### config.mk
export PLATFORM = sky130hd
export DESIGN_NAME = score_tracker
export DESIGN_NICKNAME = d
export VERILOG_FILES = /design/src/rtl/score_pkg.sv /design/src/rtl/bcd_digit.sv /design/src/rtl/score_tracker.sv
export SDC_FILE = /design/constraint.sdc
export NUM_CORES = 1
export LEC_CHECK = 0
export CAP_MARGIN = 10
export CORE_UTILIZATION = 51
export DETAILED_ROUTE_END_ITERATION = 7
export HOLD_SLACK_MARGIN = 0.06
export PLACE_DENSITY = 0.8
export SLEW_MARGIN = 30
export SYNTH_ARGS = -nofsm -noshare
export SYNTH_HDL_FRONTEND = slang
export SYNTH_SLANG_ARGS = --single-unit
### constraint.sdc
create_clock -name clk -period 2.4 [get_ports clk]
set_clock_uncertainty 0.15 [all_clocks]
set_input_delay 0.48 -clock clk [delete_from_list [all_inputs] [get_ports clk]]
set_output_delay 0.48 -clock clk [all_outputs]
set_load 0.05 [all_outputs]
### src/rtl/score_pkg.sv
// Shared definitions for the score tracker: FSM encoding and BCD digit constants.
package score_pkg;

    typedef enum logic [1:0] {
        ST_IDLE = 2'd0,
        ST_RUN  = 2'd1,
        ST_OVER = 2'd2
    } state_t;

    localparam int         DIGIT_W       = 4;
    localparam logic [3:0] BCD_MAX_DIGIT = 4'd9;

endpackage

### src/rtl/bcd_digit.sv
// One BCD digit of a ripple-carry counter; carry requests an increment of the next digit.
module bcd_digit
    import score_pkg::*;
(
    input  logic               clk,
    input  logic               reset_n,
    input  logic               inc,
    input  logic               clr,
    output logic [DIGIT_W-1:0] digit,
    output logic               carry
);

    assign carry = inc && (digit == BCD_MAX_DIGIT);

    // NOTE: clocked state uses non-blocking assignments so every register samples pre-edge values.
    always_ff @(posedge clk or negedge reset_n) begin
        if (!reset_n) begin
            digit <= '0;
        end else if (clr) begin
            digit <= '0;
        end else if (inc) begin
            digit <= carry ? '0 : digit + DIGIT_W'(1);
        end
    end

endmodule

### src/rtl/score_tracker.sv
// Game score unit: prescaled BCD score with saturation, level steps, game FSM and high score.
module score_tracker
    import score_pkg::*;
#(
    parameter int  TICK_DIV   = 50_000,
    parameter int  NUM_DIGITS = 4,
    parameter int  LEVEL_PTS  = 100,
    parameter int  MAX_LEVEL  = 7,
    localparam int LVL_W      = $clog2(MAX_LEVEL + 1),
    localparam int SCORE_W    = DIGIT_W * NUM_DIGITS
) (
    input  logic               clk,
    input  logic               reset_n,
    input  logic               start,
    input  logic               hit,
    output logic [SCORE_W-1:0] score,
    output logic [SCORE_W-1:0] high_score,
    output logic [LVL_W-1:0]   level,
    output logic               running,
    output logic               game_over,
    output logic               new_high,
    output logic               tick
);

    localparam int PRE_W = $clog2(TICK_DIV);
    localparam int LP_W  = $clog2(LEVEL_PTS + 1);

    state_t           state, state_nxt;
    logic [PRE_W-1:0] prescale;
    logic [LP_W-1:0]  level_pts;
    logic             game_start, game_end, wrap, all_nines, score_inc;
    logic [NUM_DIGITS-1:0] dig_inc, dig_carry;

    assign game_start = start && (state == ST_IDLE || state == ST_OVER);
    assign game_end   = hit && (state == ST_RUN);
    assign wrap       = (state == ST_RUN) && !hit && (prescale == PRE_W'(TICK_DIV - 1));
    assign score_inc  = wrap && !all_nines;

    always_ff @(posedge clk or negedge reset_n) begin
        if (!reset_n) state <= ST_IDLE;
        else          state <= state_nxt;
    end

    // NOTE: every combinational output gets a default first so no path leaves it unassigned (no latch).
    always_comb begin
        state_nxt = state;
        case (state)
            ST_IDLE, ST_OVER: if (start) state_nxt = ST_RUN;
            ST_RUN:           if (hit)   state_nxt = ST_OVER;
            default:          state_nxt = ST_IDLE;
        endcase
    end

    always_comb begin
        running   = (state == ST_RUN);
        game_over = (state == ST_OVER);
    end

    always_comb begin
        all_nines = 1'b1;
        for (int i = 0; i < NUM_DIGITS; i++) begin
            if (score[DIGIT_W*i +: DIGIT_W] != BCD_MAX_DIGIT) all_nines = 1'b0;
        end
    end

    for (genvar i = 0; i < NUM_DIGITS; i++) begin : g_digit
        if (i == 0) begin : g_lsd
            assign dig_inc[i] = score_inc;
        end else begin : g_upper
            assign dig_inc[i] = dig_carry[i-1];
        end
        bcd_digit u_digit (
            .clk     (clk),
            .reset_n (reset_n),
            .inc     (dig_inc[i]),
            .clr     (game_start),
            .digit   (score[DIGIT_W*i +: DIGIT_W]),
            .carry   (dig_carry[i])
        );
    end

    // Increments stop at all nines, so the most significant digit can never carry out.
    a_no_overflow: assert property (@(posedge clk) disable iff (!reset_n) !dig_carry[NUM_DIGITS-1]);

    always_ff @(posedge clk or negedge reset_n) begin
        if (!reset_n) begin
            prescale   <= '0;
            level_pts  <= '0;
            level      <= '0;
            high_score <= '0;
            new_high   <= 1'b0;
            tick       <= 1'b0;
        end else begin
            tick <= score_inc;
            if (game_start) begin
                prescale  <= '0;
                level_pts <= '0;
                level     <= '0;
                new_high  <= 1'b0;
            end else if (game_end) begin
                if (score > high_score) begin
                    high_score <= score;
                    new_high   <= 1'b1;
                end
            end else if (state == ST_RUN) begin
                prescale <= wrap ? '0 : prescale + PRE_W'(1);
                if (score_inc) begin
                    if (level_pts == LP_W'(LEVEL_PTS - 1)) begin
                        level_pts <= '0;
                        if (level != LVL_W'(MAX_LEVEL)) level <= level + LVL_W'(1);
                    end else begin
                        level_pts <= level_pts + LP_W'(1);
                    end
                end
            end
        end
    end

endmodule

==> out/metrics.cfg, run 1 <==
[synthesis]
yosysWarningCount = 0
synthCells = 413
synth_area_leader_cell = dfrtp_1
yosysUniqueCellTypes = 49
synth_nets = 445
synth_async_sr_flop_share_pct = 100.0
synth_seq_area_share_pct = 40.94
synth_edf_count = 0
yosys_most_used_dff = dfrtp_1
synthTopCellsByArea = dfrtp_1 (41%), ha_1 (9.2%), inv_1 (4.1%)
synth_common_cells = dfrtp_1 (62), inv_1 (41), nor2_1 (31)
synth_top_area_share_pct = 40.94
netlist_area_mm2 = 0.003790
yosys_register_bits = 62
postSynthAreaPerCell_um2 = 9.176
synth.most_common_cell = dfrtp_1

[timing]
setup_slack_ps = 41.25
finalMaxSlewViolations = 0
period_needed_ps = 2359
rsz0062_at_grt = yes
tightest_slew_ps = 551.8
holdWs_ps = 345.7
setup_viol = 0
max_slew_margin_pct = 63.22
period_share_pct = 98.28
hold_viol_final = 0
fmax_mhz = 424.0

[finish]
synthToLayoutAreaGrowth_pct = 32.92
drive_gt1_share_pct = 25.25
fin_nets = 534
antennaDiodeCount = 0
final_util_pct = 69.82

[worst_setup_path]
worst_setup_path_end_kind = output pin
worstPathArrival_ps = 1730
crit_slowest_cell = clkdlybuf4s50_1
worstSetupStartpointType = register
rr_endpoint = level[1]$_DFFE_PN0P_
crit_buf_inv = 2
crit_required_ps = 1770
path_max_fanout = 6
cpPeakStageDelay_ps = 790
reg2reg_setup_slack_ps = 110
path_cells = buf_4, clkdlybuf4s50_1
startpoint = g_digit[1].u_digit.digit[0]$_DFFE_PN0P_
critical_path.top_delay_family = buffers and inverters
ff2ff_path_depth = 7
r2r-start = g_digit[2].u_digit.digit[1]$_DFFE_PN0P_
critPathKind = register to output pin

[worst_hold_path]
min_path_type = register to register
hold_path.startpoint = new_high$_DFFE_PN0P_
hold_path_end = new_high$_DFFE_PN0P_
min_delay_path_depth = 2

[power_and_ir_drop]
p_per_area_mw_per_mm2 = 445.3
peakVddDrop_mv = 0.5434
p_leak_nw = 2.086

[global_routing]
antenna_found_initial = 0
grt_use_total_pct = 27.18
grt_max_degree = 63
gr-total-overflow = 0
grt_pass1_wl_mm = 16.25
grt_pass1_vias = 3464

[floorplan]
pin_count = 43
start_util_pct = 52.53
die_w_um = 88.21
rows = 31
die_h_um = 88.21
design.core.area_mm2 = 0.007214
die_area_mm2 = 0.007780

[cts]
clkSlewWorstSetupHoldPaths_ps = 80
cts-root-buf = clkbuf_8
cts_buffers = 9
cts_max_level = 3
tritoncts = done
clk_path_buf_depth = 2
clk_latency_ps = 340
clkSinkCount = 62

[routing]
first_iter_violations = 298
drc_errors = 0
ant_nets = 0
wl_per_cell_um = 16.60
firstDrtPassIters = 5
vias = 3618
viasPerCell = 5.970
drt_wl_total_mm = 10.06

[placed_design]
globalplace.congestion = 0.9058
dp_hpwl_mm = 7.023
dp_slack_ps = -437.4
io_buffers = 42

[run]
cap_viol_max_count = 0

[run_status]
outcome = finished, final reports clean

[area by class of cell]
type                            instances  area (µm²)
Clock inverter                          7       65.06
Clock buffer                            9       123.9
Multi-Input combinational cell        293        2133
Fill cell                             561        2177
Tap cell                               99       123.9
Timing Repair Buffer                   95       854.6
Inverter                               41       153.9
Sequential cell                        62        1583
[flip-flops by register name, indices dropped and copies added (netlist names)]
register               cells
level                      3
high_score                16
tick                       1
new_high                   1
prescale                  16
state                      2
g_digit.u_digit.digit     16
level_pts                  7
[layer usage]
| layer | GRT usage (%) | vias up | part of all wire [%] |
|---|---|---|---|
| met5 | 0 | - | 0 |
| met3 | 5.090 | 19 | 5.0 |
| met2 | 46.29 | 121 | 50 |
| li1 | - | 1697 | - |
| met1 | 35.04 | 1781 | 44 |
| met4 | 8.504 | 0 | 1.3 |
[logic make-up (layout without fill, tap and decap cells)]
| family | after synthesis | in the layout | synth area share, % |
|---|---|---|---|
| muxes | 8 | 8 | 2.146 |
| AOI/OAI and AO/OA | 89 | 89 | 15.78 |
| xor gates and xnor gates | 13 | 13 | 3.004 |
| and+or+nand+nor | 154 | 155 | 22.98 |
| DFF | 62 | 62 | 40.94 |
| adders and majority gates | 28 | 28 | 9.244 |
| buffers and inverters | 59 | 152 | 5.910 |
[tightest hold or removal path, delay by kind of cell (launching register included)]
family	cells	cell delay, ps
AO/OA/AOI/OAI	1	70
AND/OR/NAND/NOR	1	40
flip-flops	1	340
[power breakdown]
part           switching [mW]  total [mW]  internal [mW]  leakage (nW)
Clock                   0.432       0.903          0.472        0.0948
Combinational           0.163       0.247         0.0847          1.18
Sequential             0.0250        1.09           1.07         0.815
Total                   0.619        2.24           1.62          2.09
[metrics by stage]
stage / power (mW) / setup TNS, ps / cell area (µm²) / std cells
2_1_floorplan: 1.246 / -121.5 / 3882 / 413
3_3_place_gp: 1.345 / -8232 / 4687 / 579
3_5_place_dp: 1.354 / -10900 / 4687 / 579
4_1_cts: 2.255 / -9.488 / 4952 / 601
5_1_grt: 2.328 / -43.73 / 5037 / 606
6_report: 2.243 / 0 / 5037 / 606
[what timing repair did]
item                                   CTS  global route
buffers inserted                         5             4
pin swaps                                3             8
endpoints found under the hold margin   62             0
hold buffers                             1             0
gates resized for setup                  5            11
setup endpoints to repair                8            48
gates cloned                             0             1
[cell usage in the layout, fill, tap and decap left out, drive strengths merged, types with 5 or more instances in the layout]
cell           netlist  layout
or3                  7       7
buf                  4      55
a32oi               16      16
nand2b               6       6
o21ai               15      15
mux2i                7       7
clkdlybuf4s50        0      38
nor4                23      23
nand4                6       6
dfrtp               62      62
clkbuf              14       9
o31ai               20      20
nor2                31      31
nor3                11      11
nand2               27      27
or4                  8       8
inv                 41      41
xor2                 5       5
a21oi               24      24
nand3               12      13
xnor2                8       8
ha                  28      28
[worst max-delay path by stage]
stage,endpoint,cells after the start
5_1_grt,g_digit[0].u_digit.digit[1]$_DFFE_PN0P_,7
3_3_place_gp,g_digit[3].u_digit.digit[3]$_DFFE_PN0P_,7
6_report,score[4],2
4_1_cts,level_pts[5]$_DFFE_PN0P_,6
3_5_place_dp,g_digit[2].u_digit.digit[3]$_DFFE_PN0P_,8
2_1_floorplan,high_score[10]$_DFFE_PN0P_,9
(Power assumes the default switching activity.)
==> inputs of run 2 (changes only) <==
CAP_MARGIN = 15   (was 10)
==> results of run 2 <==
The final DEF is identical to that of run 1; final timing and power are the same.
==> inputs of run 3 (changes only) <==
CORE_UTILIZATION = 57   (was 51)
PLACE_DENSITY = 0.85   (was 0.8)
REMOVE_ABC_BUFFERS = 1   (was default)
clock period = 2.7 ns   (was 2.4 ns; I/O delays follow)
==> run 3 against run 2 <==
Effect of this change: via count shrank 3.3%; cell area shrank 6.1%; non-clock buffer count fell by 21; die area fell by 10%; combinational power decreased by 15%; flip-flop and latch count unchanged; worst setup slack better by 110 ps; routed wire length down 5.1%; sequential share of layout area rose by 1.4 points; critical endpoint is now g_digit[3].u_digit.digit[3]$_DFFE_PN0P_; highest routed layer unchanged.
==> out/metrics.cfg, run 3 (synthesis results as in run 1) <==
[run_status]
outcome = finished, final reports clean  ; unchanged

[cts]
cts_buffers = 9  ; unchanged
post_cts_buffers = 0  ; was 5
cts_max_level = 3  ; unchanged
cts-hold-fix-buffers = 0  ; was 1
tritoncts = done  ; unchanged
clkSinkCount = 62  ; unchanged
clk_latency_ps = 350  ; was 340 ps
clkSlewWorstSetupHoldPaths_ps = 80  ; about the same
cts-root-buf = clkbuf_8  ; unchanged
clk_path_buf_depth = 2  ; unchanged
post_cts_resized = 0  ; was 5

[timing]
period_needed_ps = 2552
fmax_mhz = 391.8
setup_slack_ps = 147.8  ; was 41.25 ps
tns_ps = 0  ; unchanged
max_slew_margin_pct = 56.35  ; was 63.22%
hold_viol_final = 0  ; unchanged
tightest_slew_ps = 654.7  ; was 551.8 ps
holdWs_ps = 56.05  ; was 345.7 ps
setup_viol = 0  ; unchanged
period_share_pct = 94.53
finalMaxSlewViolations = 0  ; unchanged
rsz0062_at_grt = no  ; was yes

[worst_setup_path]
r2r-start = prescale[4]$_DFFE_PN0P_  ; was g_digit[2].u_digit.digit[1]$_DFFE_PN0P_
worst_setup_path_end_kind = register  ; was output pin
startpoint = prescale[4]$_DFFE_PN0P_  ; was g_digit[1].u_digit.digit[0]$_DFFE_PN0P_
crit_required_ps = 2820  ; was 1770 ps
worstPathArrival_ps = 2670  ; was 1730 ps
worstSetupStartpointType = register  ; unchanged
path_max_fanout = 9  ; was 6
critPathKind = register to register  ; was register to output pin

[worst_hold_path]
min_path_type = input port to asynchronous set/reset pin  ; was register to register

[routing]
first_iter_violations = 376  ; was 298
viasPerCell = 6.226  ; was 5.970
wl_met1_mm = 4.102  ; was 4.443 mm
dr_wl_met3_um = 560  ; was 499 µm
firstDrtPassIters = 5  ; unchanged
ant_nets = 0  ; unchanged
wl_met2_mm = 4.711  ; was 4.980 mm
vias = 3499  ; was 3,618
drc_errors = 0  ; unchanged
drt_wl_total_mm = 9.547  ; was 10.06 mm
top_layer = met4  ; unchanged
wl_per_cell_um = 16.99  ; was 16.60 µm

[floorplan]
die_area_mm2 = 0.006979  ; was 0.007780 mm²
die_w_um = 83.54  ; was 88.21 µm
pin_count = 43  ; unchanged
rows = 29  ; was 31
design.core.area_mm2 = 0.006386  ; was 0.007214 mm²
start_util_pct = 59.35  ; was 52.53%
die_h_um = 83.54  ; was 88.21 µm

[global_routing]
grt_max_degree = 38  ; was 63
gr-total-overflow = 0  ; unchanged
antenna_found_initial = 0  ; unchanged
grt_use_total_pct = 28.31  ; was 27.18%
grt_pass1_vias = 3356  ; was 3,464
grt_pass1_wl_mm = 15.84  ; was 16.25 mm

[power_and_ir_drop]
p_per_area_mw_per_mm2 = 459.0  ; was 445.3 mW/mm²
p_leak_nw = 1.996  ; was 2.086 nW
peakVddDrop_mv = 0.4383  ; was 0.5434 mV

[run]
cap_viol_max_count = 0  ; unchanged

[placed_design]
globalplace.congestion = 0.9168  ; was 0.9058
io_buffers = 42  ; unchanged
dp_hpwl_mm = 6.526  ; was 7.023 mm
dp_slack_ps = -235.7  ; was -437.4 ps

[finish]
synthToLayoutAreaGrowth_pct = 24.79  ; was 32.92%
fin_nets = 512  ; was 534
final_cell_mix = dfrtp_1 (62), inv_1 (41), clkdlybuf4s50_1 (41)  ; was buf_4 (50), inv_1 (38), clkdlybuf4s50_1 (38)
drive_gt1_share_pct = 12.37  ; was 25.25%
final_common_cell = dfrtp_1  ; was buf_4
final_util_pct = 74.06  ; was 69.82%
reg_top3 = g_digit.u_digit.digit x16, high_score x16, prescale x16  ; unchanged
antennaDiodeCount = 0  ; unchanged

[run 3: cell types whose count changed in the layout (fill, tap and decap cells not counted), sizes merged]
cell	before	now
buf	55	33
clkdlybuf4s50	38	41
bufinv	1	3
clkinv	4	3
clkinvlp	2	1
dlygate4sd3	1	0
dlymetal6s2s	1	0
nand3	13	12
[run 3: final timing paths]
kind / slack (ps) / depth (start not counted) / end
max: 150 / 6 / g_digit[3].u_digit.digit[3]$_DFFE_PN0P_
min: 60 / 1 / high_score[1]$_DFFE_PN0P_
max reg2reg: 150 / 6 / g_digit[3].u_digit.digit[3]$_DFFE_PN0P_
min reg2reg: 380 / 2 / high_score[12]$_DFFE_PN0P_
max in group asynchronous: 1710 / 2 / prescale[5]$_DFFE_PN0P_
min in group clk: 380 / 2 / high_score[12]$_DFFE_PN0P_
[run 3: routing by layer]
metal	GRT usage [%]	vias up
met5	0	-
met4	11.86	0
met3	5.737	22
met2	46.72	153
met1	36.45	1677
li1	-	1647
[run 3: cell type report]
type                    count  area, µm²
flip-flops and latches     62       1551
inverters                  41      153.9
clock inverters             7      112.6
repair buffers             74      668.1
multi-input cells         292       2023
clock buffers               9      123.9
well taps                  77      96.34
fillers                   435       1657
[run 3: where the power goes]
group          switching (mW)  internal (mW)  leakage (nW)
combinational           0.140         0.0706          1.02
sequential             0.0191          0.949         0.857
clock                   0.384          0.608         0.119
[run 3: through the flow]
stage	total power, mW	std cells	instance area (µm²)
2_1_floorplan	1.099	395	3720
3_3_place_gp	1.192	546	4484
3_5_place_dp	1.196	546	4484
4_1_cts	2.181	562	4721
5_1_grt	2.239	562	4730
6_report	2.171	562	4730
[run 3: critical path, stage by stage, from the launching register on]
cell and delay [ps]:
dfrtp_1 430, or4_4 590, nor4_4 330, buf_4 180, nand3_4 100, or4_1 530
a21oi_1 170
